--- src/rtl/stream_unpacker_if.sv ---
// Wide-in / narrow-out stream bundle for stream_unpacker.
// The slave modport is the unpacker side; the master modport is the producer/consumer side.
interface stream_unpacker_if #(
    parameter int OUT_WIDTH = 8,
    parameter int RATIO     = 4
);
    localparam int CW = $clog2(RATIO) + 1;

    logic                       in_valid;
    logic                       in_ready;
    logic [OUT_WIDTH*RATIO-1:0] in_payload;
    logic [CW-1:0]              in_count;
    logic                       flush;
    logic                       out_valid;
    logic                       out_ready;
    logic [OUT_WIDTH-1:0]       out_payload;
    logic                       out_last;
    logic                       busy;

    modport master (
        output in_valid, in_payload, in_count, flush, out_ready,
        input  in_ready, out_valid, out_payload, out_last, busy
    );

    modport slave (
        input  in_valid, in_payload, in_count, flush, out_ready,
        output in_ready, out_valid, out_payload, out_last, busy
    );
endinterface

--- src/rtl/stream_unpacker.sv ---
// Unpacks one RATIO-lane word into single-lane beats with a last-of-word flag.
// Define STREAM_UNPACK_MSB_FIRST_EN to emit lanes from the highest valid lane downward.
//
// state   | meaning
// S_EMPTY | no word held, input always ready
// S_HOLD  | word held, r_rem beats left, r_idx is the lane on the output
module stream_unpacker #(
    parameter int OUT_WIDTH = 8,
    parameter int RATIO     = 4
) (
    input  logic              clk,
    input  logic              rst_n,
    stream_unpacker_if.slave  bus
);
    localparam int IW = $clog2(RATIO);
    localparam int CW = IW + 1;

    typedef enum logic {
        S_EMPTY = 1'b0,
        S_HOLD  = 1'b1
    } state_t;

    state_t                     r_state;
    state_t                     w_state_nxt;
    logic [OUT_WIDTH*RATIO-1:0] r_data;
    logic [OUT_WIDTH*RATIO-1:0] w_data_nxt;
    logic [CW-1:0]              r_rem;
    logic [CW-1:0]              w_rem_nxt;
    logic [IW-1:0]              r_idx;
    logic [IW-1:0]              w_idx_nxt;

    logic [CW-1:0]              w_cnt;
    logic [IW-1:0]              w_first_idx;
    logic [IW-1:0]              w_idx_step;
    logic                       w_in_ready;
    logic                       w_accept;
    logic                       w_out_hs;

    // Counts above RATIO saturate rather than wrap.
    assign w_cnt = (bus.in_count > CW'(RATIO)) ? CW'(RATIO) : bus.in_count;

`ifdef STREAM_UNPACK_MSB_FIRST_EN
    assign w_first_idx = IW'(w_cnt - CW'(1));
    assign w_idx_step  = r_idx - IW'(1);
`else
    assign w_first_idx = '0;
    assign w_idx_step  = r_idx + IW'(1);
`endif

    always_ff @(posedge clk) begin
        if (!rst_n) begin
            r_state <= S_EMPTY;
            r_data  <= '0;
            r_rem   <= '0;
            r_idx   <= '0;
        end else begin
            r_state <= w_state_nxt;
            r_data  <= w_data_nxt;
            r_rem   <= w_rem_nxt;
            r_idx   <= w_idx_nxt;
        end
    end

    always_comb begin
        w_state_nxt = r_state;
        w_data_nxt  = r_data;
        w_rem_nxt   = r_rem;
        w_idx_nxt   = r_idx;
        w_in_ready  = 1'b0;

        // Ready on the last beat's handshake keeps back-to-back words bubble-free.
        if (rst_n && !bus.flush) begin
            case (r_state)
                S_EMPTY: w_in_ready = 1'b1;
                S_HOLD:  w_in_ready = bus.out_ready && (r_rem == CW'(1));
                default: w_in_ready = 1'b0;
            endcase
        end

        w_accept = bus.in_valid && w_in_ready;
        w_out_hs = (r_state == S_HOLD) && bus.out_ready;

        if (bus.flush) begin
            w_state_nxt = S_EMPTY;
            w_rem_nxt   = '0;
            w_idx_nxt   = '0;
        end else begin
            if (w_out_hs) begin
                if (r_rem > CW'(1)) begin
                    w_rem_nxt = r_rem - CW'(1);
                    w_idx_nxt = w_idx_step;
                end else begin
                    w_state_nxt = S_EMPTY;
                    w_rem_nxt   = '0;
                    w_idx_nxt   = '0;
                end
            end
            // A zero-count word is consumed here but never loaded.
            if (w_accept && (w_cnt != '0)) begin
                w_state_nxt = S_HOLD;
                w_data_nxt  = bus.in_payload;
                w_rem_nxt   = w_cnt;
                w_idx_nxt   = w_first_idx;
            end
        end
    end

    assign bus.in_ready    = w_in_ready;
    assign bus.out_valid   = (r_state == S_HOLD);
    assign bus.busy        = (r_state == S_HOLD);
    assign bus.out_last    = (r_state == S_HOLD) && (r_rem == CW'(1));
    assign bus.out_payload = (r_state == S_HOLD) ? r_data[r_idx*OUT_WIDTH +: OUT_WIDTH]
                                                 : '0;
endmodule

--- src/flat_wrapper.sv ---
// flat-port wrapper written by rule: the top's interface ports become plain ports
module stream_unpacker_flat 
#(
    parameter int OUT_WIDTH = 8,
    parameter int RATIO     = 4
)
  (clk, rst_n, bus_in_valid, bus_in_payload, bus_in_count, bus_flush, bus_out_ready, bus_in_ready, bus_out_valid, bus_out_payload, bus_out_last, bus_busy);
  stream_unpacker_if #(.OUT_WIDTH(OUT_WIDTH), .RATIO(RATIO)) bus_i ();
  input  logic clk;
  input  logic rst_n;
  input wire logic [$bits(bus_i.in_valid)-1:0] bus_in_valid;
  input wire logic [$bits(bus_i.in_payload)-1:0] bus_in_payload;
  input wire logic [$bits(bus_i.in_count)-1:0] bus_in_count;
  input wire logic [$bits(bus_i.flush)-1:0] bus_flush;
  input wire logic [$bits(bus_i.out_ready)-1:0] bus_out_ready;
  output wire logic [$bits(bus_i.in_ready)-1:0] bus_in_ready;
  output wire logic [$bits(bus_i.out_valid)-1:0] bus_out_valid;
  output wire logic [$bits(bus_i.out_payload)-1:0] bus_out_payload;
  output wire logic [$bits(bus_i.out_last)-1:0] bus_out_last;
  output wire logic [$bits(bus_i.busy)-1:0] bus_busy;
  assign bus_i.in_valid = bus_in_valid;
  assign bus_i.in_payload = bus_in_payload;
  assign bus_i.in_count = bus_in_count;
  assign bus_i.flush = bus_flush;
  assign bus_i.out_ready = bus_out_ready;
  assign bus_in_ready = bus_i.in_ready;
  assign bus_out_valid = bus_i.out_valid;
  assign bus_out_payload = bus_i.out_payload;
  assign bus_out_last = bus_i.out_last;
  assign bus_busy = bus_i.busy;
  stream_unpacker #(.OUT_WIDTH(OUT_WIDTH), .RATIO(RATIO)) u_core (.clk(clk), .rst_n(rst_n), .bus(bus_i));
endmodule
--- config.mk ---
export PLATFORM = sky130hd
export DESIGN_NAME = stream_unpacker_flat
export DESIGN_NICKNAME = d
export VERILOG_FILES = /design/src/rtl/stream_unpacker_if.sv /design/src/rtl/stream_unpacker.sv /design/src/flat_wrapper.sv
export SDC_FILE = /design/constraint.sdc
export NUM_CORES = 1
export LEC_CHECK = 0
export CAP_MARGIN = 10
export CORE_MARGIN = 3
export CORE_UTILIZATION = 25
export DETAILED_ROUTE_END_ITERATION = 8
export GPL_TIMING_DRIVEN = 0
export SLEW_MARGIN = 20
export SYNTH_ARGS = -nofsm -noshare
export SYNTH_HDL_FRONTEND = slang
export SYNTH_SLANG_ARGS = --single-unit
--- constraint.sdc ---
create_clock -name clk -period 1.55 [get_ports clk]
set_input_delay 0.31 -clock clk [delete_from_list [all_inputs] [get_ports clk]]
set_output_delay 0.31 -clock clk [all_outputs]
set_load 0.005 [all_outputs]
==> impl_metrics.json <==
{
  "status": "complete, but fails checks",
  "violations": "setup timing",
  "syn_area_um2": 1963,
  "cp_max_fo": 3,
  "hold_viol_final": 0,
  "synth_mux_area_frac": 0.09178,
  "worst_ep_required_time_ns": 1.24,
  "crit_path_end": "bus_out_payload[5]",
  "crit_top_cell": "buf_6",
  "cts_tree": "built",
  "grtUsageTotal": 0.1280,
  "end_kind": "output pin",
  "clock_latency_ns": 0.29,
  "die_h_um": 94.62,
  "synth_compound_area_frac": 0.2333,
  "grt_overflow_total": 0,
  "finalInstanceArea_um2": 2925,
  "clock_path_buffers": 2,
  "syn_to_final_growth_pct": 49.01,
  "die_area_um2": 8952,
  "coreArea_um2": 7447,
  "p_sw_frac": 0.2615,
  "drt_iter0_markers": 100,
  "slew_headroom": 0.6978,
  "drc": 0,
  "start_util": 0.2636,
  "synth_cell_types": 38,
  "crit_path_max_incr_delay_ns": 0.49,
  "hpwl_um": 3990,
  "seq_area_frac_synth": 0.3875,
  "async_reset_ff_frac": 0,
  "leakagePower_nw": 1.092,
  "worst-path-buf-inv": 3,
  "synth.area.top_cells": "dfxtp_1 (39%), mux4_2 (9.2%), a21oi_1 (8.9%), nand3_1 (8.2%), o21ai_0 (7.4%)",
  "worstSetupStartpoint": "u_core.r_idx[1]",
  "first_pass_iters": 4,
  "wl_per_cell_um": 14.43,
  "ys_seq_elements": 38,
  "portBuffers": 51,
  "rsz0062_at_grt": "yes",
  "place.gp.congestion": 0.8212,
  "cp-start-kind": "flip-flop",
  "antennaDiodeCount": 0,
  "cts.sinks": 38,
  "grt_pass1_vias": 1806,
  "p_per_area_nw_per_um2": 694.8,
  "min_path_type": "primary input to flip-flop",
  "path_class": "flip-flop to output pin",
  "pwr-share-seq": 0.501,
  "r2r-end": "u_core.r_data[30]",
  "fin_crit_sh": 1.247,
  "clk_pin_slew_worst_paths_ns": 0.07,
  "dp_slack_ns": -0.5636,
  "synth_top_area_frac": 0.3875,
  "synthSimpleGateAreaFrac": 0.1931,
  "layout_commonest_cell": "clkdlybuf4s50_1",
  "synth_warnings": 0,
  "synth_nets": 260,
  "vias_per_cell": 4.918,
  "max_freq_ghz": 0.5175,
  "drive_gt1_frac": 0.2867,
  "power_frac_clock": 0.322,
  "antenna_found_initial": 0,
  "ys.flop_type": "dfxtp_1",
  "crit_family": "multiplexers",
  "setup_viol": 9,
  "chipWidth_um": 94.62,
  "cp.depth": 5,
  "power_frac_comb": 0.177,
  "ir_drop_uv": 284.0,
  "htreeDepth": 2,
  "synthCells": 218,
  "worstPathArrival_ns": 1.62,
  "final.setup.worst_slack_ns": -0.3823,
  "maxCapViolCount": 0,
  "cts_buffers": 5,
  "synth_fa_ha_area_frac": 0.01275,
  "syn_area_per_cell_um2": 9.005,
  "crit_slowest_cell": "mux4_2",
  "placed_cell_area_um2": 2597,
  "wirelength_um": 5657,
  "r2r_setup_slack_ns": 0.08,
  "yosysTopAreaCell": "dfxtp_1",
  "layout_common_cells": "clkdlybuf4s50_1 (37), a21oi_1 (34), dfxtp_1 (33), nand3_1 (32), o21ai_0 (22)",
  "grt_max_degree": 18,
  "tightest_slew_ns": 0.4533,
  "pin_count": 52,
  "synth_xor_area_frac": 0.004461,
  "min_period_ns": 1.932,
  "crit_chain": "buf_6 -> buf_6 -> mux4_2 -> and2_1 -> buf_2",
  "row_count": 31,
  "ctsHoldBuffers": 0,
  "synth_edf_count": 0,
  "internal_power_mw": 1.501,
  "detail-route-antenna-nets": 0,
  "nets": 335,
  "ff2ff_path_depth": 7,
  "synth_top_family_by_area": "compound AO/OA/AOI/OAI gates",
  "fin_skew_ns": 0.002807,
  "root_buffer": "clkbuf_8",
  "setup_tns_ns": -2.881,
  "vias": 1928,
  "p_sw_uw": 531.6,
  "reg2reg_from": "u_core.r_rem[1]",
  "finalMaxSlewViolations": 0,
  "grt_pass1_wl_um": 8894
}
[worst min-delay path, stage by stage]
cell and delay, ns:
dlymetal6s2s_1 0.16, nand4b_1 0.10, a21oi_1 0.06
[power groups by stage]
stage	sequential [mW]	clock, mW	combinational [mW]
after detailed placement	1.04	0	0.325
after floorplan	1.04	0	0.165
after global routing	1.02	0.711	0.391
after global placement	1.04	0	0.322
after CTS	1.02	0.666	0.334
final	1.02	0.654	0.360
[worst min-delay path by stage]
stage / from / endpoint / slack, ns / cells after the start
after global routing: bus_in_count[1] / u_core.r_rem[1] / 0.40 / 3
after detailed placement: u_core.r_data[29] / u_core.r_data[29] / 0.47 / 2
after CTS: u_core.r_data[28] / u_core.r_data[28] / 0.48 / 2
final: bus_in_count[1] / u_core.r_rem[1] / 0.38 / 3
after floorplan: u_core.r_data[10] / u_core.r_data[10] / 0.45 / 2
after global placement: u_core.r_data[29] / u_core.r_data[29] / 0.46 / 2
[cell type report]
class	count	area, um2
inverter	3	11.26
sequential	38	772.0
clock buffer	5	68.82
multi-input combinational	158	1120
tap	99	123.9
buffer	19	173.9
clock inverter	2	10.01
fill	748	4522
timing repair buffer	68	645.6
[synth_stat cells (2+ instances only)]
cell and count:
o21ai_0 29, nor2_1 3, buf_6 6, o21bai_1 2
nor2b_1 2, dfxtp_1 38, a211oi_1 2, o21ai_1 5
ha_1 2, clkbuf_1 6, nand4b_1 2, and2_1 9
o211ai_1 2, mux4_2 8, and2b_1 2, inv_1 3
clkbuf_4 3, buf_2 3, nand2b_1 2, a21oi_1 35
nand3_1 32, nand2_1 6
[sequential cells by signal (all words and copies together) (netlist names)]
| name | cells |
|---|---|
| u_core.bus.busy | 1 |
| u_core.r_data | 32 |
| u_core.r_idx | 2 |
| u_core.r_rem | 3 |
[metal layers]
| metal | vias to the layer above | GRT usage | part of all wire |
|---|---|---|---|
| met2 | 69 | 0.2073 | 0.47 |
| met3 | 8 | 0.02629 | 0.075 |
| met1 | 907 | 0.1717 | 0.44 |
| met5 | - | 0 | 0 |
| met4 | 0 | 0.03726 | 0.013 |
| li1 | 944 | - | - |
[per-stage QoR]
step / util / total power [mW] / hold slack, ns / cells
after floorplan: - / 1.201 / 0.4505 / 218
after global placement: 0.3488 / 1.365 / 0.4588 / 368
after detailed placement: 0.3488 / 1.369 / 0.4658 / 368
after CTS: 0.3782 / 2.019 / 0.4770 / 383
after global routing: 0.3928 / 2.123 / 0.3970 / 392
final: 0.3928 / 2.033 / 0.3834 / 392
[logic make-up (layout without fill, tap and decap cells)]
group	Yosys count	in the layout
AOI/OAI and AO/OA	81	81
xor gates and xnor gates	1	1
adders and majority gates	2	2
buffers and inverters	23	97
DFF	38	38
muxes	8	8
and+or+nand+nor	65	66
[timing repair]
| action | in CTS | in global routing |
|---|---|---|
| gates cloned | 1 | 1 |
| pin swaps | 10 | 4 |
| setup endpoints to repair | 41 | 41 |
| buffers inserted | 8 | 8 |
| resized for setup | 75 | 22 |
(Power assumes the default switching activity.)
